<file path="src/rtl/line_scheduler.sv">
// line_scheduler: round-robin green/amber/clear sequencer with BCD countdown; AMBER_PHASE_EN enables amber.
// Latency: one C_CLK edge per transition, IDLE->GREEN one edge after C_EN; D_OUT updates on that edge.
// Backpressure: none; C_EN low freezes state, counter and outputs and ignores TICK.
module line_scheduler #(
    parameter logic [3:0] AMBER_SECS = 4'd3,
    parameter logic [3:0] CLEAR_SECS = 4'd1
) (
    input  logic       C_CLK,
    input  logic       RST,
    input  logic       C_EN,
    input  logic       TICK,
    input  logic [7:0] a0,
    input  logic [7:0] a1,
    input  logic [7:0] a2,
    input  logic [7:0] a3,
    output logic       line_0,
    output logic       line_1,
    output logic       line_2,
    output logic       line_3,
    output logic       amber,
    output logic       all_red,
    output logic [3:0] D_OUT1,
    output logic [3:0] D_OUT0,
    output logic [1:0] cur_line,
    output logic       phase_done
);

    typedef enum logic [1:0] {IDLE, GREEN, AMBER, CLEAR} state_t;

    state_t     state, state_nxt;
    logic [7:0] cnt, cnt_nxt;
    logic [1:0] line_q, line_nxt;
    logic       done_nxt;

    logic [7:0] dur [4];
    logic [3:0] nz;
    logic       first_vld, rr_vld;
    logic [1:0] first_idx, rr_idx, probe;
    logic       cnt_end;

    function automatic logic [7:0] sanitize(input logic [7:0] v);
        return {(v[7:4] > 4'd9) ? 4'd9 : v[7:4], (v[3:0] > 4'd9) ? 4'd9 : v[3:0]};
    endfunction

    function automatic logic [7:0] bcd_dec(input logic [7:0] v);
        if (v[3:0] == 4'd0)
            return {v[7:4] - 4'd1, 4'd9};
        return {v[7:4], v[3:0] - 4'd1};
    endfunction

    always_comb begin
        dur[0] = a0;
        dur[1] = a1;
        dur[2] = a2;
        dur[3] = a3;
        for (int i = 0; i < 4; i++)
            nz[i] = |dur[i];
    end

    // Descending scans so the lowest index / smallest round-robin offset wins.
    always_comb begin
        first_vld = 1'b0;
        first_idx = 2'd0;
        for (int i = 3; i >= 0; i--) begin
            if (nz[i]) begin
                first_vld = 1'b1;
                first_idx = 2'(i);
            end
        end
        rr_vld = 1'b0;
        rr_idx = line_q;
        probe  = line_q;
        for (int k = 4; k >= 1; k--) begin
            probe = line_q + 2'(k);
            if (nz[probe]) begin
                rr_vld = 1'b1;
                rr_idx = probe;
            end
        end
    end

    assign cnt_end = (cnt <= 8'h01);

    always_comb begin
        state_nxt = state;
        cnt_nxt   = cnt;
        line_nxt  = line_q;
        done_nxt  = 1'b0;
        if (C_EN) begin
            case (state)
                IDLE: begin
                    if (first_vld) begin
                        state_nxt = GREEN;
                        cnt_nxt   = sanitize(dur[first_idx]);
                        line_nxt  = first_idx;
                    end
                end
                GREEN: begin
                    if (TICK) begin
                        if (cnt_end) begin
`ifdef AMBER_PHASE_EN
                            state_nxt = AMBER;
                            cnt_nxt   = {4'h0, AMBER_SECS};
`else
                            state_nxt = CLEAR;
                            cnt_nxt   = {4'h0, CLEAR_SECS};
`endif
                        end else begin
                            cnt_nxt = bcd_dec(cnt);
                        end
                    end
                end
                AMBER: begin
                    if (TICK) begin
                        if (cnt_end) begin
                            state_nxt = CLEAR;
                            cnt_nxt   = {4'h0, CLEAR_SECS};
                        end else begin
                            cnt_nxt = bcd_dec(cnt);
                        end
                    end
                end
                CLEAR: begin
                    if (TICK) begin
                        if (cnt_end) begin
                            done_nxt = 1'b1;
                            if (rr_vld) begin
                                state_nxt = GREEN;
                                cnt_nxt   = sanitize(dur[rr_idx]);
                                line_nxt  = rr_idx;
                            end else begin
                                state_nxt = IDLE;
                                cnt_nxt   = 8'h00;
                            end
                        end else begin
                            cnt_nxt = bcd_dec(cnt);
                        end
                    end
                end
                default: state_nxt = IDLE;
            endcase
        end
    end

    always_ff @(posedge C_CLK or negedge RST) begin
        if (!RST) begin
            state      <= IDLE;
            cnt        <= 8'h00;
            line_q     <= 2'd0;
            phase_done <= 1'b0;
        end else begin
            state      <= state_nxt;
            cnt        <= cnt_nxt;
            line_q     <= line_nxt;
            phase_done <= done_nxt;
        end
    end

    logic line_on;
    assign line_on  = (state == GREEN) || (state == AMBER);
    assign line_0   = line_on && (line_q == 2'd0);
    assign line_1   = line_on && (line_q == 2'd1);
    assign line_2   = line_on && (line_q == 2'd2);
    assign line_3   = line_on && (line_q == 2'd3);
    assign all_red  = (state == IDLE) || (state == CLEAR);
    assign D_OUT1   = cnt[7:4];
    assign D_OUT0   = cnt[3:0];
    assign cur_line = line_q;
`ifdef AMBER_PHASE_EN
    assign amber    = (state == AMBER);
`else
    assign amber    = 1'b0;
`endif

endmodule

</file>
<file path="config.mk">
export PLATFORM = sky130hd
export DESIGN_NAME = line_scheduler
export DESIGN_NICKNAME = d
export VERILOG_FILES = /design/src/rtl/line_scheduler.sv
export SDC_FILE = /design/constraint.sdc
export NUM_CORES = 1
export LEC_CHECK = 0
export CAP_MARGIN = 10
export CELL_PAD_IN_SITES_DETAIL_PLACEMENT = 1
export CELL_PAD_IN_SITES_GLOBAL_PLACEMENT = 2
export CORE_ASPECT_RATIO = 1.75
export CORE_MARGIN = 2
export CORE_UTILIZATION = 25
export CTS_BUF_LIST = sky130_fd_sc_hd__clkbuf_8 sky130_fd_sc_hd__clkbuf_16
export DETAILED_ROUTE_END_ITERATION = 12
export HOLD_SLACK_MARGIN = 0.03
export PLACE_DENSITY_LB_ADDON = 0.1
export SYNTH_ARGS = -nofsm -noshare
export SYNTH_HDL_FRONTEND = slang
export SYNTH_SLANG_ARGS = --single-unit
</file>
<file path="constraint.sdc">
create_clock -name C_CLK -period 3.1 [get_ports C_CLK]
set_clock_uncertainty 0.2 [all_clocks]
set_input_delay 0.465 -clock C_CLK [delete_from_list [all_inputs] [get_ports C_CLK]]
set_output_delay 0.465 -clock C_CLK [all_outputs]
set_load 0.01 [all_outputs]
</file>
==> impl_results.md <==
- Period minus WS final: 3080 ps
- Hold buffers post-CTS: 0
- Cell area after layout: 0.00323 mm²
- Max-capacitance violation count: 0
- Post-synth top area cell: dfrtp_1
- Async set or reset register ratio after synthesis: 1.00
- ANT nets after route: 0
- CP endpoint: cnt[5]$_DFFE_PN0P_
- Fraction of layout cells with a size suffix above 1: 0.380
- Nets: 420
- Worst rel slew slack: 0.534
- Die span in y: 122 µm
- Syn_area_per_cell: 7.90 µm²
- Footprint of the multi-input gates: 0.00162 mm²
- Area contributors post-synth: dfrtp_1 (16%), a21oi_1 (5.8%), ha_1 (5.7%)
- Tcrit/Tclk final: 0.992
- First DRT Iteration DRCs: 94
- FMAX: 0.325 GHz
- Skew-Pair Late Insertion Delay: 250 ps
- Cells after synthesis: 251
- Final Hold Fails: 0
- Worst setup SP type: primary input
- Io pins: 53
- Worst-path clk slew: 50 ps
- Post-detail-place hpwl: 7650 µm
- CTS tree: yes
- Port Buf Inserts: 51
- Register Area: 325 µm²
- Cells along the critical path: clkbuf_2, nor4_4, nand2_1, mux4_2, a221o_2, o21a_4, buf_4, o2111a_1, o221ai_2, a21oi_1
- Clk root buf: clkbuf_16
- Synthesized netlist net count: 296
- Core area: 0.00780 mm²
- Slew @ Worst Pin: 697 ps
- FILL cells: 945
- Total track usage: 0.211
- Power per cell area: 709 mW/mm²
- Type of the worst min-delay path: flop to flop
- Flop2flop setup slack: 260 ps
- Crit path kind: primary input to flop
- P_leak: 0.00141 µW
- Routed Wire Length: 9070 µm
- DP Area: 0.00307 mm²
- CP max-delay cell: mux4_2
- Initial Util: 0.254
- Yosys warnings: 0
- Total grt overflow: 0
- Vias per cell: 5.45
- DRC Markers: 0
- Final setup violation count: 0
- CP Capture Type: flop
- Mapped Area: 0.00198 mm²
- Gpl congestion: 0.953
- Clock Path Buffers: 2
- Max Slew Vio Count: 0
- Max stage delay on crit path: 490 ps
- Worst r2r dst: cnt[5]$_DFFE_PN0P_
- Via count: 2528
- Synth top area share: 0.164
- Maximum VDD drop: 0.282 mV
- Largest net degree at the start of global routing: 14
- Initial antenna violation count: 0
- Post-synth EDFFs: 0
- First-pass GRT wire length: 13900 µm
- R2R depth: 9
- Reg2reg start: cur_line[1]$_DFFE_PN0P_
- Die Wd: 71.3 µm
- Vias in the first global route: 2707
- Drt wl/cell: 19.6 µm
- Detailed Routing Iterations Pass 1: 4
- Ys flop type: dfrtp_1
- Worst Path Arrival: 3000 ps
- Die area: 0.00868 mm²
- Row count: 43
- CP startpoint: a0[1]
- Clk sinks: 13
- Area Growth Syn to Fin: 62.9%
- Inserted Clock Buffers: 3
- Register area share after synthesis: 0.164
- Worst-path maximum fanout: 6
- Synth unique cells: 56
- WP data required: 3030 ps
- Yosys reg bits: 13
- N_diodes: 0
- Status: finished, final reports clean
- Htree depth: 1
- Final setup TNS: 0 ps
layer usage:
| layer | global-route usage | share of wire | vias to the layer above |
|---|---|---|---|
| met1 | 0.215 | 0.35 | 1205 |
| met4 | 0.114 | 0.054 | 0 |
| met3 | 0.0108 | 0.031 | 26 |
| met2 | 0.413 | 0.56 | 87 |
| met5 | 0 | 0 | - |
| li1 | - | - | 1210 |
cells in the final DEF, fill, tap and decap left out, drive strengths merged, types with 2 or more instances in the layout:
master         Yosys  final
buf                6     83
clkbuf             9     26
a21oi             23     23
inv               19     20
clkdlybuf4s50      0     19
nor2              17     17
o211ai            17     17
o21ai             14     14
dfrtp             13     13
nand2             13     13
nor3              10     10
ha                 9      9
nor4               9      9
and2               8      8
mux2i              7      7
nand2b             7      7
nand3              6      6
dlygate4sd2        0      6
a211oi             5      5
mux2               5      5
o31ai              4      4
a221oi             4      4
o22ai              4      4
o21a               4      4
and3               3      3
a21o               3      3
mux4               3      3
o221ai             3      3
a311oi             3      3
xor2               2      2
o2111a             2      2
a31oi              2      2
o2111ai            2      2
clkdlybuf4s15      0      2
or4                2      2
a22oi              2      2
timing repair:
item | in CTS | in global routing
pin swaps | 16 | 19
setup endpoints to repair | 9 | 8
resized for setup | 47 | 55
setup buffers | 6 | 4
through the flow:
| step | setup slack [ps] | utilization | instances | power [µW] | hold slack (ps) |
|---|---|---|---|---|---|
| floorplan | 152 | - | 251 | 1260 | -30.6 |
| global placement | -790 | 0.394 | 450 | 1940 | 367 |
| detailed placement | -899 | 0.394 | 450 | 1960 | 373 |
| CTS | 4.84 | 0.416 | 460 | 2280 | 384 |
| global route | -48.4 | 0.414 | 464 | 2470 | 411 |
| finish | 24.4 | 0.414 | 464 | 2290 | 371 |
critical path, delay by kind of cell:
family | cells | cell delay (ps)
compound gates | 5 | 1210
buf+inv | 2 | 280
mux | 1 | 490
simple gates | 2 | 560
final cells by class:
type | count | share of cell area
clock buffer | 3 | 0.0233
clock inverter | 1 | 0.00116
inverter | 19 | 0.0221
multi-input combinational | 204 | 0.503
sequential | 13 | 0.101
tap | 90 | 0.0349
timing repair buffer | 134 | 0.315
cell families after synthesis:
| kind of cell | Yosys count | synth area share |
|---|---|---|
| compound gates | 97 | 0.368 |
| xor+xnor | 3 | 0.0133 |
| fa+ha+maj | 9 | 0.0568 |
| buf+inv | 34 | 0.0758 |
| flops | 13 | 0.164 |
| mux | 15 | 0.0979 |
| other cells | 1 | 0.00189 |
| simple gates | 79 | 0.222 |
sequential cells by signal (all words and copies together) (netlist names):
| signal | flops |
|---|---|
| cnt | 8 |
| cur_line | 2 |
| state | 2 |
| phase_done | 1 |
how the worst min path moves through the flow:
stage                                  start                  to  cells after the start
final                     cnt[7]$_DFFE_PN0P_  cnt[7]$_DFFE_PN0P_                      2
after floorplan                          RST  cnt[0]$_DFFE_PN0P_                      0
after detailed placement  cnt[7]$_DFFE_PN0P_  cnt[7]$_DFFE_PN0P_                      2
after CTS                 cnt[7]$_DFFE_PN0P_  cnt[7]$_DFFE_PN0P_                      2
after global placement    cnt[7]$_DFFE_PN0P_  cnt[7]$_DFFE_PN0P_                      2
after global routing      cnt[7]$_DFFE_PN0P_  cnt[7]$_DFFE_PN0P_                      2
Yosys cell counts, types with 4 or more instances:
cell type,instances
a21oi_1,23
nor4_1,7
nor2_1,17
o31ai_1,4
ha_1,9
clkbuf_1,9
a221oi_1,4
nand3_1,6
o211ai_1,14
mux2i_1,7
a211oi_1,5
nor3_1,10
o22ai_1,4
nand2_1,12
nand2b_1,7
dfrtp_1,13
o21ai_0,12
inv_1,18
and2_1,8
power breakdown:
part	internal [µW]	total [µW]	switching [µW]
sequential	244	346	103
combinational	808	1690	883
clock	171	252	81.3
(Power assumes the default switching activity.)
